**src/rtl/stream_mux_2x1_rr_pkg.sv**
```systemverilog
// stream_mux_2x1_rr_pkg: shared grant encoding and default data width for the stream mux family
package stream_mux_2x1_rr_pkg;
    localparam int DEFAULT_WIDTH = 8;
    typedef enum logic {GRANT_IN0 = 1'b0, GRANT_IN1 = 1'b1} grant_e;
endpackage

```
**src/rtl/stream_mux_2x1_rr_arbiter.sv**
```systemverilog
// rr_arbiter_2: two-requester round-robin grant, combinational; pointer and lock state live in the caller
module rr_arbiter_2
    import stream_mux_2x1_rr_pkg::*;
(
    input  logic [1:0] req,
    input  logic       last_grant,
    input  logic       lock,
    output logic       grant
);
    // a lock holds the current packet owner; otherwise a tie goes to the channel not served last
    always_comb begin
        grant = lock ? last_grant :
                (req == 2'b11) ? !last_grant :
                req[1] ? GRANT_IN1 : GRANT_IN0;
    end
endmodule

```
**src/rtl/stream_mux_2x1_rr.sv**
```systemverilog
// stream_mux_2x1_rr: 2:1 valid/ready stream merge with round-robin arbitration and one registered output stage; STREAM_MUX_PKT_LOCK_EN adds packet locking
module stream_mux_2x1_rr
    import stream_mux_2x1_rr_pkg::*;
#(
    parameter int WIDTH = DEFAULT_WIDTH
) (
    input  logic             clk,
    input  logic             rst,
    input  logic [WIDTH-1:0] in0_data,
    input  logic             in0_valid,
    output logic             in0_ready,
    input  logic [WIDTH-1:0] in1_data,
    input  logic             in1_valid,
    output logic             in1_ready,
`ifdef STREAM_MUX_PKT_LOCK_EN
    input  logic             in0_last,
    input  logic             in1_last,
    output logic             y_last,
`endif
    output logic [WIDTH-1:0] y_data,
    output logic             y_valid,
    input  logic             y_ready,
    output logic             y_sel
);
    logic load_en, any_valid, grant, last_grant, lock, xfer;

    rr_arbiter_2 u_arb (
        .req        ({in1_valid, in0_valid}),
        .last_grant (last_grant),
        .lock       (lock),
        .grant      (grant)
    );

    // y_ready reaches the input readies combinationally; there is no skid buffer
    assign load_en   = !y_valid | y_ready;
    assign any_valid = in0_valid | in1_valid;
    assign in0_ready = load_en & any_valid & (grant == GRANT_IN0);
    assign in1_ready = load_en & any_valid & (grant == GRANT_IN1);
    assign xfer      = (in0_valid & in0_ready) | (in1_valid & in1_ready);

`ifndef STREAM_MUX_PKT_LOCK_EN
    assign lock = 1'b0;
`endif

    // output stage: load the granted beat, drain when consumed, freeze under backpressure
    always_ff @(posedge clk or posedge rst) begin
        if (rst) begin
            y_data     <= '0;
            y_valid    <= 1'b0;
            y_sel      <= GRANT_IN0;
            last_grant <= GRANT_IN1;
`ifdef STREAM_MUX_PKT_LOCK_EN
            y_last     <= 1'b0;
            lock       <= 1'b0;
`endif
        end else if (xfer) begin
            y_data     <= (grant == GRANT_IN1) ? in1_data : in0_data;
            y_valid    <= 1'b1;
            y_sel      <= grant;
            last_grant <= grant;
`ifdef STREAM_MUX_PKT_LOCK_EN
            y_last     <= (grant == GRANT_IN1) ? in1_last : in0_last;
            lock       <= (grant == GRANT_IN1) ? !in1_last : !in0_last;
`endif
        end else if (y_ready) begin
            y_valid    <= 1'b0;
        end
    end
endmodule
```
**config.mk**
```make
export PLATFORM = sky130hd
export DESIGN_NAME = stream_mux_2x1_rr
export DESIGN_NICKNAME = d
export VERILOG_FILES = /design/src/rtl/stream_mux_2x1_rr_pkg.sv /design/src/rtl/stream_mux_2x1_rr_arbiter.sv /design/src/rtl/stream_mux_2x1_rr.sv
export SDC_FILE = /design/constraint.sdc
export NUM_CORES = 1
export LEC_CHECK = 0
export BUFFER_PORTS_ARGS = -buffer_cell sky130_fd_sc_hd__buf_2
export CAP_MARGIN = 0
export CORE_MARGIN = 8
export CORE_UTILIZATION = 38
export CTS_BUF_LIST = sky130_fd_sc_hd__clkbuf_8
export DETAILED_ROUTE_END_ITERATION = 10
export GPL_ROUTABILITY_DRIVEN = 0
export PLACE_DENSITY = 0.83
export REMOVE_ABC_BUFFERS = 1
export SETUP_SLACK_MARGIN = 0.05
export SLEW_MARGIN = 30
export SYNTH_ARGS = -nofsm -noshare
export SYNTH_HDL_FRONTEND = slang
export SYNTH_SLANG_ARGS = --single-unit
```
**constraint.sdc**
```tcl
create_clock -name clk -period 1.15 [get_ports clk]
set_input_delay 0.115 -clock clk [delete_from_list [all_inputs] [get_ports clk]]
set_output_delay 0.115 -clock clk [all_outputs]
set_load 0.005 [all_outputs]
```
==> impl_metrics.ini, run 1 <==
[yosys]
synth_most_common_cell = dfrtp_1
ys_seq_area_share_pct = 51.8
netlist_top_cells_count = 10 x dfrtp_1, 9 x nand2_1, 8 x a221o_1, 8 x nor3_1
ys_ff_latch = 11
synth_area_sq_um = 534
synth-main-ff-cell = dfrtp_1
yosysWarnings = 0
ys_types = 16
synthTopCellsByArea = dfrtp_1 47%, a221o_1 15%, nor3_1 7.5%
synthCells = 50
synth_top_cell_by_area = dfrtp_1
synth_edf_count = 0
synth_largest_type_area_fraction_pct = 46.8
synth.avg_cell_area_sq_um = 10.7
async_reset_ff_share_pct = 100

[grt]
grt_pass1_wl_mm = 2.47
grt_max_degree = 12
grtUsageTotal_pct = 11.8
antenna_found_initial = 0
grt-ovfl-total = 0
grt_pass1_vias = 571

[power]
powerDensity_nw_per_um2 = 1400
switching_share_pct = 26.3
power.switching_uw = 298
ir_drop_v = 0.000939
pwr-share-seq_pct = 42.9
power_frac_clock_pct = 33.2
leakagePower_nw = 0.428
comb_power_share_pct = 23.8
p_int_uw = 834

[floorplanning]
rows = 13
fp.dieArea_sq_um = 2860
dieWidth_um = 53.5
io_pins = 33
die_h_um = 53.5
start_util_pct = 41.1
coreArea_sq_um = 1300

[cts]
cts_tree = yes
clockBufferDepth = 2
h-tree-depth = 1
cts_made_buffers = 3
clk_latency_ps = 240
clock-sinks = 11
root_buffer = clkbuf_8
clkTransAtPathRegs_ps = 50

[place]
placedCellCount = 96
port_buffers = 32
dp_hpwl_mm = 1.18

[final_layout]
diodes = 0
drive_gt1_share_pct = 52.8
layout.nets = 111
instances_no_fill = 104
final_core_util_pct = 62.0
areaGrowthSynthToFinish_pct = 51.1

[outcome]
violations = negative setup slack
status = finished, violations left

[timing]
tightest_slew_ps = 414
fin_skew_ps = 3.23
maxSlewHeadroom_pct = 72.4
setup_ws_ps = -141
period_share_pct = 112
drv_slew = 0
whs_ps = 105
finalCriticalPeriod_ps = 1290
rsz0062_at_grt = true
setup_viol = 10
max_freq_mhz = 774
finalHoldViolCount = 0

[worst_setup_path]
crit_path_max_fanout = 6
path_class = flop to output pin
r2r-start = last_grant
worstPathRequired_ps = 1030
start_kind = flop
crit_path_end_kind = output pin
arrival_ps = 1180
cp-startpoint = y_valid

[route]
via_per_inst = 5.25
dr.pass1.iters = 4
antenna_left = 0
drc = 0
drt_iter0_drc = 13
wl_per_cell_um = 15.8
wl_mm = 1.64
num_vias = 546

[job]
max_cap_violations = 0

[min_path]
hold_path_class = primary input to flop
min-delay-start = in1_data[4]
==> path summary, 6_finish.rpt <==
kind,slack [ps],end,cells after the start
max,-140,in1_ready,4
max in group asynchronous,420,last_grant,3
min reg2reg,470,y_sel,1
min in group asynchronous,410,y_data[6],3
min,100,y_data[4],2
max reg2reg,-140,y_data[0],3
==> cells by family after synthesis <==
group / Yosys count / share of synthesized area, %
simple gates: 23 / 23.4
flops: 11 / 51.8
compound gates: 11 / 19.4
buf+inv: 5 / 5.38
==> placed cells by master (no fill, tap or decap), drive strengths merged, types with 2 or more instances in the layout <==
cell type	n
a221o	8
inv	2
dfrtp	10
buf	37
nor3	8
and3	2
clkbuf	3
a21o	2
nor2b	2
nand2	9
==> power by group through the flow <==
stage	Clock [mW]	Sequential (mW)	Combinational [mW]
global route	0.410	0.494	0.295
floorplan	0	0.492	0.110
detailed placement	0	0.490	0.248
CTS	0.388	0.484	0.263
global placement	0	0.488	0.242
finish	0.376	0.486	0.270
==> through the flow <==
stage	cell area, sq um	TNS, ps	total power [mW]	setup WS (ps)
after detailed placement	711	-1480	0.738	-201
after CTS	788	-1040	1.14	-154
after floorplan	509	-1090	0.602	-136
after global routing	807	-1490	1.20	-183
final	807	-1070	1.13	-141
after global placement	711	-1190	0.729	-164
==> worst max-delay path, stage by stage (launching register included) <==
cell      delay, ps
dfrtp_1         380
buf_4           150
nand2b_4         70
and3_4          240
buf_6           110
==> repair_timing <==
item,in CTS,in global routing
setup endpoints to repair,11,13
gates resized for setup,2,2
hold buffers,1,0
pin swaps,1,1
endpoints found under the hold margin,10,0
gates cloned,1,0
setup buffers,1,1
==> final cells by class <==
cell class,instances,area (sq um)
tap,15,18.8
fill,116,494
timing repair buffer,38,214
sequential,11,277
multi-input combinational,35,249
inverter,1,3.75
clock buffer,3,41.3
clock inverter,1,3.75
==> metal layers <==
metal / up-vias / track usage [%] / part of all wire, %
met1: 245 / 14.3 / 41
met5: - / 0 / 0
li1: 268 / - / -
met3: 7 / 4.48 / 11
met2: 26 / 16.2 / 45
met4: 0 / 8.82 / 3.4
==> sequential cells by signal, summed over array words and instances (netlist names) <==
name        count
y_data          8
last_grant      1
y_sel           1
y_valid         1
(Power assumes the default switching activity.)
==> run 2, diff against run 1 <==
Settings changed: ABC_AREA set to 1, CORE_UTILIZATION 38 to 44, PLACE_DENSITY 0.83 to 0.88.
Clock period 1.15 ns to 1.3 ns, I/O delays scaled along.
==> impl_metrics.ini, run 2 <==
[final_layout]
drive_gt1_share_pct = 40.9
diodes = 0
final_area_sq_um = 818
regMostFlops = y_data
multi_input_comb_area_sq_um = 259
final_cell_mix = 45 x nand2_1, 31 x buf_2, 10 x dfrtp_1
seqCellArea_sq_um = 277
mostFrequentLayoutCell = nand2_1
areaGrowthSynthToFinish_pct = 43.1
nFillCells = 87
layout.nets = 137
largest_reg_flops = 8

[yosys]
ys_types = 10
synth.avg_cell_area_sq_um = 7.43
synth_xor_area_share_pct = 0
yosysWarnings = 0
synth_most_common_cell = nand2_1
synth_top_cell_by_area = dfrtp_1
async_reset_ff_share_pct = 100
synthCells = 77
ys_ff_latch = 11
ys_seq_area_share_pct = 48.4
synth_top_family_by_area = simple AND/OR/NAND/NOR gates
synth_area_sq_um = 572
yosys.area_share.simple_pct = 41.6
synth_compound_area_share_pct = 2.84
synth_edf_count = 0
synthMuxAreaShare_pct = 0
synth-main-ff-cell = dfrtp_1
synthTopCellsByArea = dfrtp_1 44%, nand2_1 31%, nand3_1 7.0%
synth_largest_type_area_fraction_pct = 43.8
netlist_top_cells_count = 47 x nand2_1, 10 x dfrtp_1, 8 x nand3_1, 5 x inv_1, 2 x buf_6
synth-adder-area-share_pct = 0

[grt]
grt-ovfl-total = 0
antenna_found_initial = 0
grt_pass1_vias = 640
grt_max_degree = 14
grt_pass1_wl_mm = 2.92
grtUsageTotal_pct = 13.9

[worst_setup_path]
arrival_ps = 1160
cp_slowest_cell = dfstp_2
start_kind = flop
cp.depth = 6
worstPathRequired_ps = 1170
r2r-start = last_grant
crit_path_end_kind = output pin
r2r_cells = 7
cp.buffers_inverters = 3
cp_top_family = flip-flops
max_stage_delay_ps = 540
path_class = flop to output pin
crit_chain = nand2_2, nand2_4, inv_2, nand2_2, inv_2, buf_6
crit_path_max_fanout = 2
cp-startpoint = last_grant

[route]
antenna_left = 0
drt_iter0_drc = 22
via_per_inst = 4.95
num_vias = 643
drc = 0
wl_mm = 1.76
wl_per_cell_um = 13.6
dr.pass1.iters = 4

[timing]
period_share_pct = 99.0
max_freq_mhz = 777
tightest_slew_ps = 419
setup_viol = 0
drv_slew = 0
finalHoldViolCount = 0
maxSlewHeadroom_pct = 72.0
fin_skew_ps = 1.41
rsz0062_at_grt = true
finalCriticalPeriod_ps = 1290

[power]
leakagePower_nw = 0.508
powerDensity_nw_per_um2 = 1290
p_total_mw = 1.05
ir_drop_v = 0.000654

[job]
max_cap_violations = 0

[floorplanning]
dieWidth_um = 52.1
io_pins = 33
start_util_pct = 45.7
rows = 13
die_h_um = 52.1
coreArea_sq_um = 1250
fp.dieArea_sq_um = 2710

[cts]
clockBufferDepth = 2
root_buffer = clkbuf_8
clock-sinks = 11
h-tree-depth = 1
cts_made_buffers = 3
clk_latency_ps = 230
cts_tree = yes
clkTransAtPathRegs_ps = 50

[outcome]
status = finished clean

[min_path]
holdPathStages = 5
hold_path_class = primary input to flop
min-delay-start = in0_data[4]

[place]
port_buffers = 32
dpl_cell_area_sq_um = 736
dp_hpwl_mm = 1.29
[run 2: cell count changes in the layout (fill, tap and decap cells not counted), sizes merged, moves of 3 or more]
cell   delta
nand2    +40
nand3     +8
nor3      -8
a221o     -8
inv       +3
[run 2: routing by layer]
layer	routed length (um)	up-vias	GRT usage (%)
met5	0	-	0
met4	46	0	7.96
met3	202	6	4.27
met2	866	36	22.0
met1	649	290	16.2
li1	-	311	-
[run 2: power by group]
group / total (mW) / internal (mW) / switching (mW) / leakage (nW)
logic: 0.279 / 0.125 / 0.154 / 0.350
clock network: 0.336 / 0.210 / 0.125 / 0.0255
registers: 0.438 / 0.405 / 0.0327 / 0.132
[run 2: path summary, 6_finish.rpt]
path                       slack, ps         end
setup / recovery                  10   in1_ready
hold / removal                   180   y_data[4]
setup reg to reg                 120   y_data[5]
hold reg to reg                  470   y_data[7]
max in group asynchronous        550  last_grant
min in group asynchronous        430   y_data[6]
[run 2: cells by family after synthesis]
group / Yosys count
buffers and inverters: 7
and+or+nand+nor: 58
AOI/OAI and AO/OA: 1
DFF: 11
[run 2: layout make-up]
| class | instances | area share (%) |
|---|---|---|
| Clock buffer | 3 | 5.05 |
| Clock inverter | 1 | 0.612 |
| Inverter | 5 | 2.29 |
| Multi-Input combinational cell | 59 | 31.7 |
| Sequential cell | 11 | 33.8 |
| Tap cell | 15 | 2.29 |
| Timing Repair Buffer | 36 | 24.3 |
[run 2: worst reg2reg max path: cells and delay by family, from the launching register on]
| kind | cells | cell delay, ps |
|---|---|---|
| DFF | 1 | 540 |
| buffers and inverters | 1 | 160 |
| and+or+nand+nor | 6 | 420 |
[run 2: repair_timing]
item / CTS / global route
hold endpoints to repair: 10 / 0
hold buffers: 1 / 0
gates cloned: 0 / 0
resized for setup: 5 / 0
pin swaps: 1 / 0
setup buffers: 2 / 0
endpoints found under the setup margin: 2 / 3
[run 2: through the flow]
step           setup WS, ps  utilization (%)  TNS (ps)  hold WS [ps]  instances
2_1_floorplan           259                -         0         -18.3         75
3_3_place_gp            176             58.7         0           127        123
3_5_place_dp            125             58.7         0           141        123
4_1_cts                19.3             65.3         0           178        130
5_1_grt               -16.5             65.3     -16.5           206        130
6_report               12.9             65.3         0           177        130
==> run 3, diff against run 2 <==
Settings changed: CORE_UTILIZATION 44 to 39, PLACE_DENSITY 0.88 to 0.83.
Clock period 1.3 ns to 1.1 ns, I/O delays scaled along.
==> impl_metrics.ini, run 3 (same netlist as run 2, synthesis figures left out) <==
[outcome]
status = finished, violations left
violations = negative setup slack

[worst_setup_path]
max_stage_delay_ps = 550
cp.buffers_inverters = 3
path_class = flop to output pin
cp_slowest_cell = dfstp_2
crit_path_max_fanout = 2
cp_top_family = flip-flops
crit_chain = nand2_4, nand2_4, inv_2, nand2_2, inv_2, buf_2
start_kind = flop
arrival_ps = 1140
crit_path_end_kind = output pin
worstPathRequired_ps = 990

[final_layout]
instances_no_fill = 139
layout.nets = 145
largest_reg_flops = 8
final_core_util_pct = 61.1
mostFrequentLayoutCell = nand2_1
regMostFlops = y_data
drive_gt1_share_pct = 43.1
final_cell_mix = 46 x nand2_1, 32 x buf_2, 10 x buf_4, 10 x dfrtp_1, 8 x nand3_1
areaGrowthSynthToFinish_pct = 53.6
diodes = 0

[timing]
finalHoldViolCount = 0
tightest_slew_ps = 407
whs_ps = 158
rsz0062_at_grt = true
setup_ws_ps = -155
setup-tns-final_ps = -991
max_freq_mhz = 797
maxSlewHeadroom_pct = 72.8
period_share_pct = 114
fin_skew_ps = 2.71
finalCriticalPeriod_ps = 1250
drv_slew = 0
setup_viol = 10

[power]
power.switching_uw = 372
switching_share_pct = 29.1
p_int_uw = 906
leakagePower_nw = 0.551
comb_power_share_pct = 28.9
pwr-share-seq_pct = 40.5
power_frac_clock_pct = 30.6
powerDensity_nw_per_um2 = 1450
ir_drop_v = 0.000702

[cts]
root_buffer = clkbuf_8
cts_made_buffers = 3
clockBufferDepth = 2
clock-sinks = 11
clkTransAtPathRegs_ps = 50
cts_tree = yes
h-tree-depth = 1
clk_latency_ps = 240

[place]
pre_cts_slack_ps = -3.83
port_buffers = 32
dp_hpwl_mm = 1.33
placedCellCount = 130

[grt]
grtUsageTotal_pct = 12.2
grt_pass1_wl_mm = 2.62
grt-ovfl-total = 0
grt_pass1_vias = 588
grt_max_degree = 12
antenna_found_initial = 0

[route]
wl_mm = 1.78
num_vias = 643
wl_per_cell_um = 12.8
via_per_inst = 4.63
drc = 0
dr.pass1.iters = 4
drt_iter0_drc = 14
antenna_left = 0

[floorplanning]
io_pins = 33
fp.dieArea_sq_um = 2950
dieWidth_um = 54.3
rows = 14
coreArea_sq_um = 1440
start_util_pct = 39.8
die_h_um = 54.3

[min_path]
hold_path_class = primary input to flop

[job]
max_cap_violations = 0
run 3: layout make-up:
type | instances | area [sq um]
Tap cell | 16 | 20.0
Multi-Input combinational cell | 59 | 262
Sequential cell | 11 | 277
Clock buffer | 3 | 41.3
Fill cell | 140 | 558
Inverter | 5 | 18.8
Clock inverter | 1 | 3.75
Timing Repair Buffer | 44 | 256
run 3: metal layers:
layer | track usage [%] | routed length, um | vias up
li1 | - | - | 326
met1 | 14.1 | 735 | 279
met2 | 18.7 | 801 | 32
met3 | 3.80 | 202 | 6
met4 | 8.61 | 41 | 0
met5 | 0 | 0 | -
run 3: final timing paths:
kind | start | to | slack (ps) | cells past startpoint
setup / recovery | last_grant | in1_ready | -150 | 6
hold / removal | in0_data[2] | y_data[2] | 160 | 5
setup reg to reg | last_grant | y_data[4] | -100 | 7
hold reg to reg | y_sel | y_sel | 470 | 2
max in group asynchronous | rst | last_grant | 380 | 3
min in group asynchronous | rst | y_data[3] | 400 | 3
run 3: power groups by stage:
stage	Clock [mW]	Combinational (mW)	Sequential, mW
4_1_cts	0.396	0.362	0.516
3_5_place_dp	0	0.331	0.520
6_report	0.391	0.369	0.518
5_1_grt	0.433	0.407	0.525
2_1_floorplan	0	0.141	0.525
3_3_place_gp	0	0.322	0.516
run 3: per-stage QoR:
step,power [mW],instance area [sq um]
finish,1.28,878
global route,1.37,878
floorplan,0.666,549
detailed placement,0.851,782
CTS,1.27,871
global placement,0.838,782
run 3: timing repair:
item                                   CTS  global route
pin swaps                                2             1
buffers inserted                         3             1
hold buffers                             1             0
endpoints found under the hold margin   10             0
gates resized for setup                  4             1
setup endpoints to repair               10            11
cloned                                   0             0
run 3: worst register-to-register path, cell delays in order, from the launching register on:
cell,delay [ps]
dfstp_2,550
nand2_4,60
buf_4,140
buf_6,120
nand3_1,60
nand2_1,50
nand2_1,50
nand2_1,50
